<file path="src/rtl/ht_tuple_feeder_if.sv">
// Build/probe tuple channels between the partition reader, the feeder and the hash table.
interface ht_tuple_feeder_if;
  localparam int unsigned DATA_W = 64;
  localparam int unsigned HASH_W = 32;
  localparam int unsigned CNT_W  = 32;
  localparam int unsigned SER_W  = 64;

  logic              s_build_valid;
  logic              s_build_ready;
  logic [DATA_W-1:0] s_build_data;
  logic              s_build_last;

  logic              s_probe_valid;
  logic              s_probe_ready;
  logic [DATA_W-1:0] s_probe_data;
  logic              s_probe_last;

  logic              ht_ready_build;
  logic [DATA_W-1:0] ht_data_build;
  logic [HASH_W-1:0] ht_hash_build;
  logic              ht_valid_build;
  logic              ht_last_build;

  logic              ht_ready_probe;
  logic [DATA_W-1:0] ht_data_probe;
  logic [HASH_W-1:0] ht_hash_probe;
  logic              ht_valid_probe;
  logic              ht_last_probe;
  logic [SER_W-1:0]  ht_serialnum;

  logic [CNT_W-1:0]  build_count;
  logic [CNT_W-1:0]  probe_count;
  logic              done;

  // Feeder side
  modport master (
    input  s_build_valid, s_build_data, s_build_last,
    input  s_probe_valid, s_probe_data, s_probe_last,
    input  ht_ready_build, ht_ready_probe,
    output s_build_ready, s_probe_ready,
    output ht_data_build, ht_hash_build, ht_valid_build, ht_last_build,
    output ht_data_probe, ht_hash_probe, ht_valid_probe, ht_last_probe, ht_serialnum,
    output build_count, probe_count, done
  );

  // Environment side: upstream reader plus hash table
  modport slave (
    output s_build_valid, s_build_data, s_build_last,
    output s_probe_valid, s_probe_data, s_probe_last,
    output ht_ready_build, ht_ready_probe,
    input  s_build_ready, s_probe_ready,
    input  ht_data_build, ht_hash_build, ht_valid_build, ht_last_build,
    input  ht_data_probe, ht_hash_probe, ht_valid_probe, ht_last_probe, ht_serialnum,
    input  build_count, probe_count, done
  );
endinterface

</file>
<file path="src/rtl/ht_tuple_feeder.sv">
// Feeds build then probe tuples into the hash table with key hashes, probe serials
// and level-held relation-complete flags.
module ht_tuple_feeder #(
  parameter logic [31:0] HASH_MULT   = 32'h9E3779B1,
  parameter logic [63:0] SERIAL_BASE = 64'd0
) (
  input  logic            clk,
  input  logic            resetn,
  ht_tuple_feeder_if.master bus
);
  localparam int unsigned DATA_W = 64;
  localparam int unsigned KEY_W  = 32;
  localparam int unsigned HASH_W = 32;
  localparam int unsigned CNT_W  = 32;
  localparam int unsigned SER_W  = 64;

  typedef enum logic [2:0] {
    ST_BUILD,
    ST_BUILD_FLUSH,
    ST_PROBE,
    ST_PROBE_FLUSH,
    ST_DONE
  } state_e;

  state_e state_q, state_d;

  logic [DATA_W-1:0] bdata_q, pdata_q;
  logic [HASH_W-1:0] bhash_q, phash_q;
  logic              bvalid_q, pvalid_q;
  logic              blast_q, plast_q;
  logic [SER_W-1:0]  serial_q, pserial_q;
  logic [CNT_W-1:0]  bcount_q, pcount_q;
  logic              done_q;

  logic build_ready_c, probe_ready_c;
  logic b_take, b_hand, b_last_take;
  logic p_take, p_hand, p_last_take;
  logic last_build_set, last_probe_set;

  // Multiplicative hash folded so the high product bits reach the low bits
  function automatic logic [HASH_W-1:0] key_hash(input logic [KEY_W-1:0] key);
    logic [HASH_W-1:0] p;
    p = key * HASH_MULT;
    return p ^ (p >> 16);
  endfunction

  assign build_ready_c = resetn && (state_q == ST_BUILD) && (!bvalid_q || bus.ht_ready_build);
  assign probe_ready_c = resetn && (state_q == ST_PROBE) && (!pvalid_q || bus.ht_ready_probe);

  assign b_take      = build_ready_c && bus.s_build_valid;
  assign b_hand      = bvalid_q && bus.ht_ready_build;
  assign b_last_take = build_ready_c && bus.s_build_last;
  assign p_take      = probe_ready_c && bus.s_probe_valid;
  assign p_hand      = pvalid_q && bus.ht_ready_probe;
  assign p_last_take = probe_ready_c && bus.s_probe_last;

  always_ff @(posedge clk) begin
    if (!resetn) state_q <= ST_BUILD;
    else         state_q <= state_d;
  end

  // An empty-tail marker with nothing pending skips the flush state
  always_comb begin
    state_d        = state_q;
    last_build_set = 1'b0;
    last_probe_set = 1'b0;
    case (state_q)
      ST_BUILD: begin
        if (b_last_take) begin
          if (!bus.s_build_valid && (!bvalid_q || b_hand)) begin
            last_build_set = 1'b1;
            state_d        = ST_PROBE;
          end else begin
            state_d = ST_BUILD_FLUSH;
          end
        end
      end
      ST_BUILD_FLUSH: begin
        if (!bvalid_q || b_hand) begin
          last_build_set = 1'b1;
          state_d        = ST_PROBE;
        end
      end
      ST_PROBE: begin
        if (p_last_take) begin
          if (!bus.s_probe_valid && (!pvalid_q || p_hand)) begin
            last_probe_set = 1'b1;
            state_d        = ST_DONE;
          end else begin
            state_d = ST_PROBE_FLUSH;
          end
        end
      end
      ST_PROBE_FLUSH: begin
        if (!pvalid_q || p_hand) begin
          last_probe_set = 1'b1;
          state_d        = ST_DONE;
        end
      end
      ST_DONE: state_d = ST_DONE;
      default: state_d = ST_BUILD;
    endcase
  end

  // Build channel output register
  always_ff @(posedge clk) begin
    if (!resetn) begin
      bdata_q  <= '0;
      bhash_q  <= '0;
      bvalid_q <= 1'b0;
      blast_q  <= 1'b0;
      bcount_q <= '0;
    end else begin
      if (b_take) begin
        bdata_q  <= bus.s_build_data;
        bhash_q  <= key_hash(bus.s_build_data[KEY_W-1:0]);
        bvalid_q <= 1'b1;
      end else if (b_hand) begin
        bvalid_q <= 1'b0;
      end
      if (b_hand)         bcount_q <= bcount_q + CNT_W'(1);
      if (last_build_set) blast_q  <= 1'b1;
    end
  end

  // Probe channel output register with serial tagging
  always_ff @(posedge clk) begin
    if (!resetn) begin
      pdata_q   <= '0;
      phash_q   <= '0;
      pvalid_q  <= 1'b0;
      plast_q   <= 1'b0;
      pserial_q <= '0;
      serial_q  <= SERIAL_BASE;
      pcount_q  <= '0;
      done_q    <= 1'b0;
    end else begin
      if (p_take) begin
        pdata_q   <= bus.s_probe_data;
        phash_q   <= key_hash(bus.s_probe_data[KEY_W-1:0]);
        pvalid_q  <= 1'b1;
        pserial_q <= serial_q;
        serial_q  <= serial_q + SER_W'(1);
      end else if (p_hand) begin
        pvalid_q <= 1'b0;
      end
      if (p_hand) pcount_q <= pcount_q + CNT_W'(1);
      if (last_probe_set) begin
        plast_q <= 1'b1;
        done_q  <= 1'b1;
      end
    end
  end

  assign bus.s_build_ready  = build_ready_c;
  assign bus.s_probe_ready  = probe_ready_c;
  assign bus.ht_data_build  = bdata_q;
  assign bus.ht_hash_build  = bhash_q;
  assign bus.ht_valid_build = bvalid_q;
  assign bus.ht_last_build  = blast_q;
  assign bus.ht_data_probe  = pdata_q;
  assign bus.ht_hash_probe  = phash_q;
  assign bus.ht_valid_probe = pvalid_q;
  assign bus.ht_last_probe  = plast_q;
  assign bus.ht_serialnum   = pserial_q;
  assign bus.build_count    = bcount_q;
  assign bus.probe_count    = pcount_q;
  assign bus.done           = done_q;
endmodule

</file>
<file path="src/flat_wrapper.sv">
// flat-port wrapper written by rule: the top's interface ports become plain ports
module ht_tuple_feeder_flat 
#(
  parameter logic [31:0] HASH_MULT   = 32'h9E3779B1,
  parameter logic [63:0] SERIAL_BASE = 64'd0
)
  (clk, resetn, bus_s_build_valid, bus_s_build_data, bus_s_build_last, bus_s_probe_valid, bus_s_probe_data, bus_s_probe_last, bus_ht_ready_build, bus_ht_ready_probe, bus_s_build_ready, bus_s_probe_ready, bus_ht_data_build, bus_ht_hash_build, bus_ht_valid_build, bus_ht_last_build, bus_ht_data_probe, bus_ht_hash_probe, bus_ht_valid_probe, bus_ht_last_probe, bus_ht_serialnum, bus_build_count, bus_probe_count, bus_done);
  ht_tuple_feeder_if bus_i ();
  input  logic clk;
  input  logic resetn;
  input wire logic [$bits(bus_i.s_build_valid)-1:0] bus_s_build_valid;
  input wire logic [$bits(bus_i.s_build_data)-1:0] bus_s_build_data;
  input wire logic [$bits(bus_i.s_build_last)-1:0] bus_s_build_last;
  input wire logic [$bits(bus_i.s_probe_valid)-1:0] bus_s_probe_valid;
  input wire logic [$bits(bus_i.s_probe_data)-1:0] bus_s_probe_data;
  input wire logic [$bits(bus_i.s_probe_last)-1:0] bus_s_probe_last;
  input wire logic [$bits(bus_i.ht_ready_build)-1:0] bus_ht_ready_build;
  input wire logic [$bits(bus_i.ht_ready_probe)-1:0] bus_ht_ready_probe;
  output wire logic [$bits(bus_i.s_build_ready)-1:0] bus_s_build_ready;
  output wire logic [$bits(bus_i.s_probe_ready)-1:0] bus_s_probe_ready;
  output wire logic [$bits(bus_i.ht_data_build)-1:0] bus_ht_data_build;
  output wire logic [$bits(bus_i.ht_hash_build)-1:0] bus_ht_hash_build;
  output wire logic [$bits(bus_i.ht_valid_build)-1:0] bus_ht_valid_build;
  output wire logic [$bits(bus_i.ht_last_build)-1:0] bus_ht_last_build;
  output wire logic [$bits(bus_i.ht_data_probe)-1:0] bus_ht_data_probe;
  output wire logic [$bits(bus_i.ht_hash_probe)-1:0] bus_ht_hash_probe;
  output wire logic [$bits(bus_i.ht_valid_probe)-1:0] bus_ht_valid_probe;
  output wire logic [$bits(bus_i.ht_last_probe)-1:0] bus_ht_last_probe;
  output wire logic [$bits(bus_i.ht_serialnum)-1:0] bus_ht_serialnum;
  output wire logic [$bits(bus_i.build_count)-1:0] bus_build_count;
  output wire logic [$bits(bus_i.probe_count)-1:0] bus_probe_count;
  output wire logic [$bits(bus_i.done)-1:0] bus_done;
  assign bus_i.s_build_valid = bus_s_build_valid;
  assign bus_i.s_build_data = bus_s_build_data;
  assign bus_i.s_build_last = bus_s_build_last;
  assign bus_i.s_probe_valid = bus_s_probe_valid;
  assign bus_i.s_probe_data = bus_s_probe_data;
  assign bus_i.s_probe_last = bus_s_probe_last;
  assign bus_i.ht_ready_build = bus_ht_ready_build;
  assign bus_i.ht_ready_probe = bus_ht_ready_probe;
  assign bus_s_build_ready = bus_i.s_build_ready;
  assign bus_s_probe_ready = bus_i.s_probe_ready;
  assign bus_ht_data_build = bus_i.ht_data_build;
  assign bus_ht_hash_build = bus_i.ht_hash_build;
  assign bus_ht_valid_build = bus_i.ht_valid_build;
  assign bus_ht_last_build = bus_i.ht_last_build;
  assign bus_ht_data_probe = bus_i.ht_data_probe;
  assign bus_ht_hash_probe = bus_i.ht_hash_probe;
  assign bus_ht_valid_probe = bus_i.ht_valid_probe;
  assign bus_ht_last_probe = bus_i.ht_last_probe;
  assign bus_ht_serialnum = bus_i.ht_serialnum;
  assign bus_build_count = bus_i.build_count;
  assign bus_probe_count = bus_i.probe_count;
  assign bus_done = bus_i.done;
  ht_tuple_feeder #(.HASH_MULT(HASH_MULT), .SERIAL_BASE(SERIAL_BASE)) u_core (.clk(clk), .resetn(resetn), .bus(bus_i));
endmodule
</file>
<file path="config.mk">
export PLATFORM = sky130hd
export DESIGN_NAME = ht_tuple_feeder_flat
export DESIGN_NICKNAME = d
export VERILOG_FILES = /design/src/rtl/ht_tuple_feeder_if.sv /design/src/rtl/ht_tuple_feeder.sv /design/src/flat_wrapper.sv
export SDC_FILE = /design/constraint.sdc
export NUM_CORES = 2
export LEC_CHECK = 0
export ABC_CLOCK_PERIOD_IN_PS = 17000
export CAP_MARGIN = 20
export CORE_ASPECT_RATIO = 1.25
export CORE_MARGIN = 3
export CORE_UTILIZATION = 25
export CTS_BUF_LIST = sky130_fd_sc_hd__clkbuf_8
export DETAILED_ROUTE_END_ITERATION = 7
export GPL_ROUTABILITY_DRIVEN = 0
export HOLD_SLACK_MARGIN = 0.02
export PLACE_DENSITY = 0.51
export SKIP_LAST_GASP = 1
export SLEW_MARGIN = 20
export SYNTH_ARGS = -nofsm -noshare
export SYNTH_HDL_FRONTEND = slang
export SYNTH_SLANG_ARGS = --single-unit
</file>
<file path="constraint.sdc">
create_clock -name clk -period 17 [get_ports clk]
set_clock_uncertainty 0.05 [all_clocks]
set_input_delay 1.7 -clock clk [delete_from_list [all_inputs] [get_ports clk]]
set_output_delay 1.7 -clock clk [all_outputs]
set_load 0.01 [all_outputs]
</file>
==> impl_results.md <==
- DP Wirelength: 85400 µm
- Worst Path Arrival: 9530 ps
- Post-Route WL: 108000 µm
- RSZ-0062 raised after global routing: false
- Total track usage: about 16%
- RR Endpoint: u_core.bus.ht_hash_probe[12]
- Reg2Reg Setup Slack: 13200 ps
- Setup TNS: 0 ps
- CP Class: in2reg
- DRT iter0 DRCs: 1099
- Via Count: 25400
- Final Non-Filler Cells: approximately 6000
- Area leader, netlist: fa_1
- ANT nets after route: 0
- DP Cell Count: 5763
- Hold path start: u_core.bus.ht_serialnum[39]
- Cell area after synthesis: 0.0330 mm²
- Post-synthesis async set-or-reset flop share: 0%
- Layout Nets: 5038
- Synth Flop Type: dfxtp_1
- Number of synthesized flops with an enable pin: 0
- # setup viols final: 0
- Fraction of layout cells with a size suffix above 1: about 4.2%
- Syn. warnings: 0
- Highest net fanout along the worst path: 8
- Mean Syn Cell Area: between 9 and 10 µm²
- Reg2Reg Depth: 8
- Hold EP: u_core.bus.ht_serialnum[39]
- Largest net degree at the start of global routing: between 100 and 150
- Vias in the first global route: 26900
- First-pass GRT wire length: ~160000 µm
- Post-DR vias/cell: 4.31
- Final hold violation count: 0
- GRT Residual Overflow: 0
- Post-CTS Hold Fix Bufs: 0
- CTS sink count: 391
- Final worst path period share: 52.6%
- Die Y: 412 µm
- Initial antenna violation count: 3
- H-tree depth: 3
- Root buf cell: clkbuf_8
- Syn_nets: 4582
- Synth cell count leaders: inv_1, nand2_1, fa_1
- Min Clock Period, post-route: 8940 ps
- Startpoint types: primary input
- Ports: 463
- Status: complete, no violations
- Initial Utilization: around 25%
- Die area: 0.136 mm²
- Area growth syn-to-layout: 24.7%
- Fmax: between 100 and 150 MHz
- CP required: 17590 ps
- CTS Buffer Depth: 3
- DRC viols: 0
- Synth top area share: ~25%
- Fill cells: 13800
- Worst R2R Start: u_core.bus.ht_valid_probe
- Distinct cell type count after synthesis: 78
- Hold Crit Class: reg2reg
- Site row count: 148
- Synth area leaders: fa_1, dfxtp_1, ha_1
- Post-CTS Setup Inserts: 0
- Slew @ Worst Pin: 1140 ps
- Cell with the most instances after synthesis: inv_1
- Relative slew slack: 23.7%
- Hold Crit Depth: 2
- Die Width: 331 µm
- CTS tree: yes
- CTS clk-pin slew, worst paths: 60 ps
- Synth Instances: 3661
- #FFs+latches synth: 391
- Fin. max-slew vios: 0
- Core area: approximately 0.13 mm²
- Post-CTS Resized: 0
- IO Port Bufs: 462
- Cts bufs inserted: 76
- Routed len/inst: 18.3 µm
- Critical path capture point type: flip-flop
- DR pass1 iterations: 5
- Max cap viols: 0
- Clk Latency, worst-skew pair: 730 ps
- Seq/Total Area, Yosys: 23.7%
## metrics by stage
step                util (%)  setup WS [ps]  area (µm²)  hold slack [ps]
floorplan                  -           8970       33000              394
global placement        30.3           7250       39500              391
detailed placement      30.3           7230       39500              396
CTS                     31.5           8060       41100              403
global route            31.5           7850       41100              416
finish                  31.5           8060       41100              402
## worst max-delay path, stage by stage
cell	delay, ps
clkdlybuf4s50_1	980
inv_1	240
fa_1	590
fa_1	520
inv_1	50
fa_1	490
inv_1	60
fa_1	500
inv_1	50
fa_1	470
inv_1	50
fa_1	500
fa_1	520
fa_1	540
inv_1	40
ha_1	480
xor2_1	270
xnor2_1	800
or4b_1	490
a31oi_1	180
## routing by layer
layer	wire length [µm]	track usage (%)	up-vias	part of all wire [%]
met5	0	0	-	0
met4	3820	6.12	0	3.5
met3	4830	2.71	158	4.5
met2	56700	29.4	520	52
met1	42800	18.2	12400	40
li1	-	-	12400	-
## state kept, by name, summed over array words and instances, names as in the netlist, 3 cells and up
signal / count
u_core.state_q: 3
u_core.bus.ht_data_probe: 64
u_core.bus.ht_hash_build: 32
u_core.bus.probe_count: 32
u_core.bus.ht_hash_probe: 32
u_core.serial_q: 64
u_core.bus.ht_serialnum: 64
u_core.bus.build_count: 32
u_core.bus.ht_data_build: 64
## cell type report
class | count | area, µm² | area share, %
timing repair buffer | 488 | 4850 | 11.8
sequential | 391 | 7830 | 19.0
multi-input combinational | 2435 | 22000 | 53.5
tap | 1725 | 2160 | 5.25
inverter | 725 | 2730 | 6.63
clock inverter | 36 | 241 | 0.587
clock buffer | 96 | 1320 | 3.21
antenna | 3 | 7.51 | 0.0182
## kinds of logic (layout without fill, tap and decap cells)
| family | Yosys count | count (layout) | share of synthesized area [%] |
|---|---|---|---|
| xor gates and xnor gates | 246 | 246 | 6.87 |
| muxes | 3 | 3 | 0.0948 |
| other | 0 | 3 | 0 |
| and+or+nand+nor | 943 | 943 | 12.8 |
| adders and majority gates | 785 | 785 | 39.1 |
| buffers and inverters | 835 | 1345 | 9.59 |
| DFF | 391 | 391 | 23.7 |
| AOI/OAI and AO/OA | 458 | 458 | 7.80 |
## worst max path at each step
| stage | start | to | slack (ps) | depth (start not counted) |
|---|---|---|---|---|
| after floorplan | bus_s_build_data[4] | u_core.bus.ht_hash_build[8] | 8970 | 25 |
| after global placement | bus_s_probe_data[17] | u_core.bus.ht_hash_probe[14] | 7250 | 20 |
| after detailed placement | bus_s_probe_data[17] | u_core.bus.ht_hash_probe[14] | 7230 | 20 |
| after CTS | bus_s_probe_data[17] | u_core.bus.ht_hash_probe[14] | 8060 | 20 |
| after global routing | bus_s_build_data[6] | u_core.bus.ht_hash_build[12] | 7850 | 26 |
| final | bus_s_probe_data[17] | u_core.bus.ht_hash_probe[14] | 8060 | 20 |
## cell usage in the layout (no fill, tap or decap), types with 6 or more instances in the layout
| cell | count |
|---|---|
| o21bai_1 | 8 |
| xor2_1 | 98 |
| xnor2_1 | 140 |
| nand4_1 | 22 |
| clkdlybuf4s50_1 | 461 |
| nor3_1 | 27 |
| dfxtp_1 | 391 |
| nor2b_1 | 6 |
| clkbuf_8 | 96 |
| and3_1 | 25 |
| xnor3_1 | 6 |
| a211oi_1 | 19 |
| a21oi_1 | 296 |
| clkinv_2 | 10 |
| a21o_1 | 15 |
| o21a_1 | 11 |
| fa_1 | 408 |
| inv_1 | 742 |
| a31oi_1 | 7 |
| buf_4 | 23 |
| nand2_1 | 514 |
| or3_1 | 25 |
| and4_1 | 15 |
| o21ai_0 | 70 |
| ha_1 | 377 |
| nor2_1 | 178 |
| and2_1 | 21 |
| nand3_1 | 66 |
Power is not shown: default switching activity piles up to over one toggle a cycle in this logic, so the estimate is an artifact.
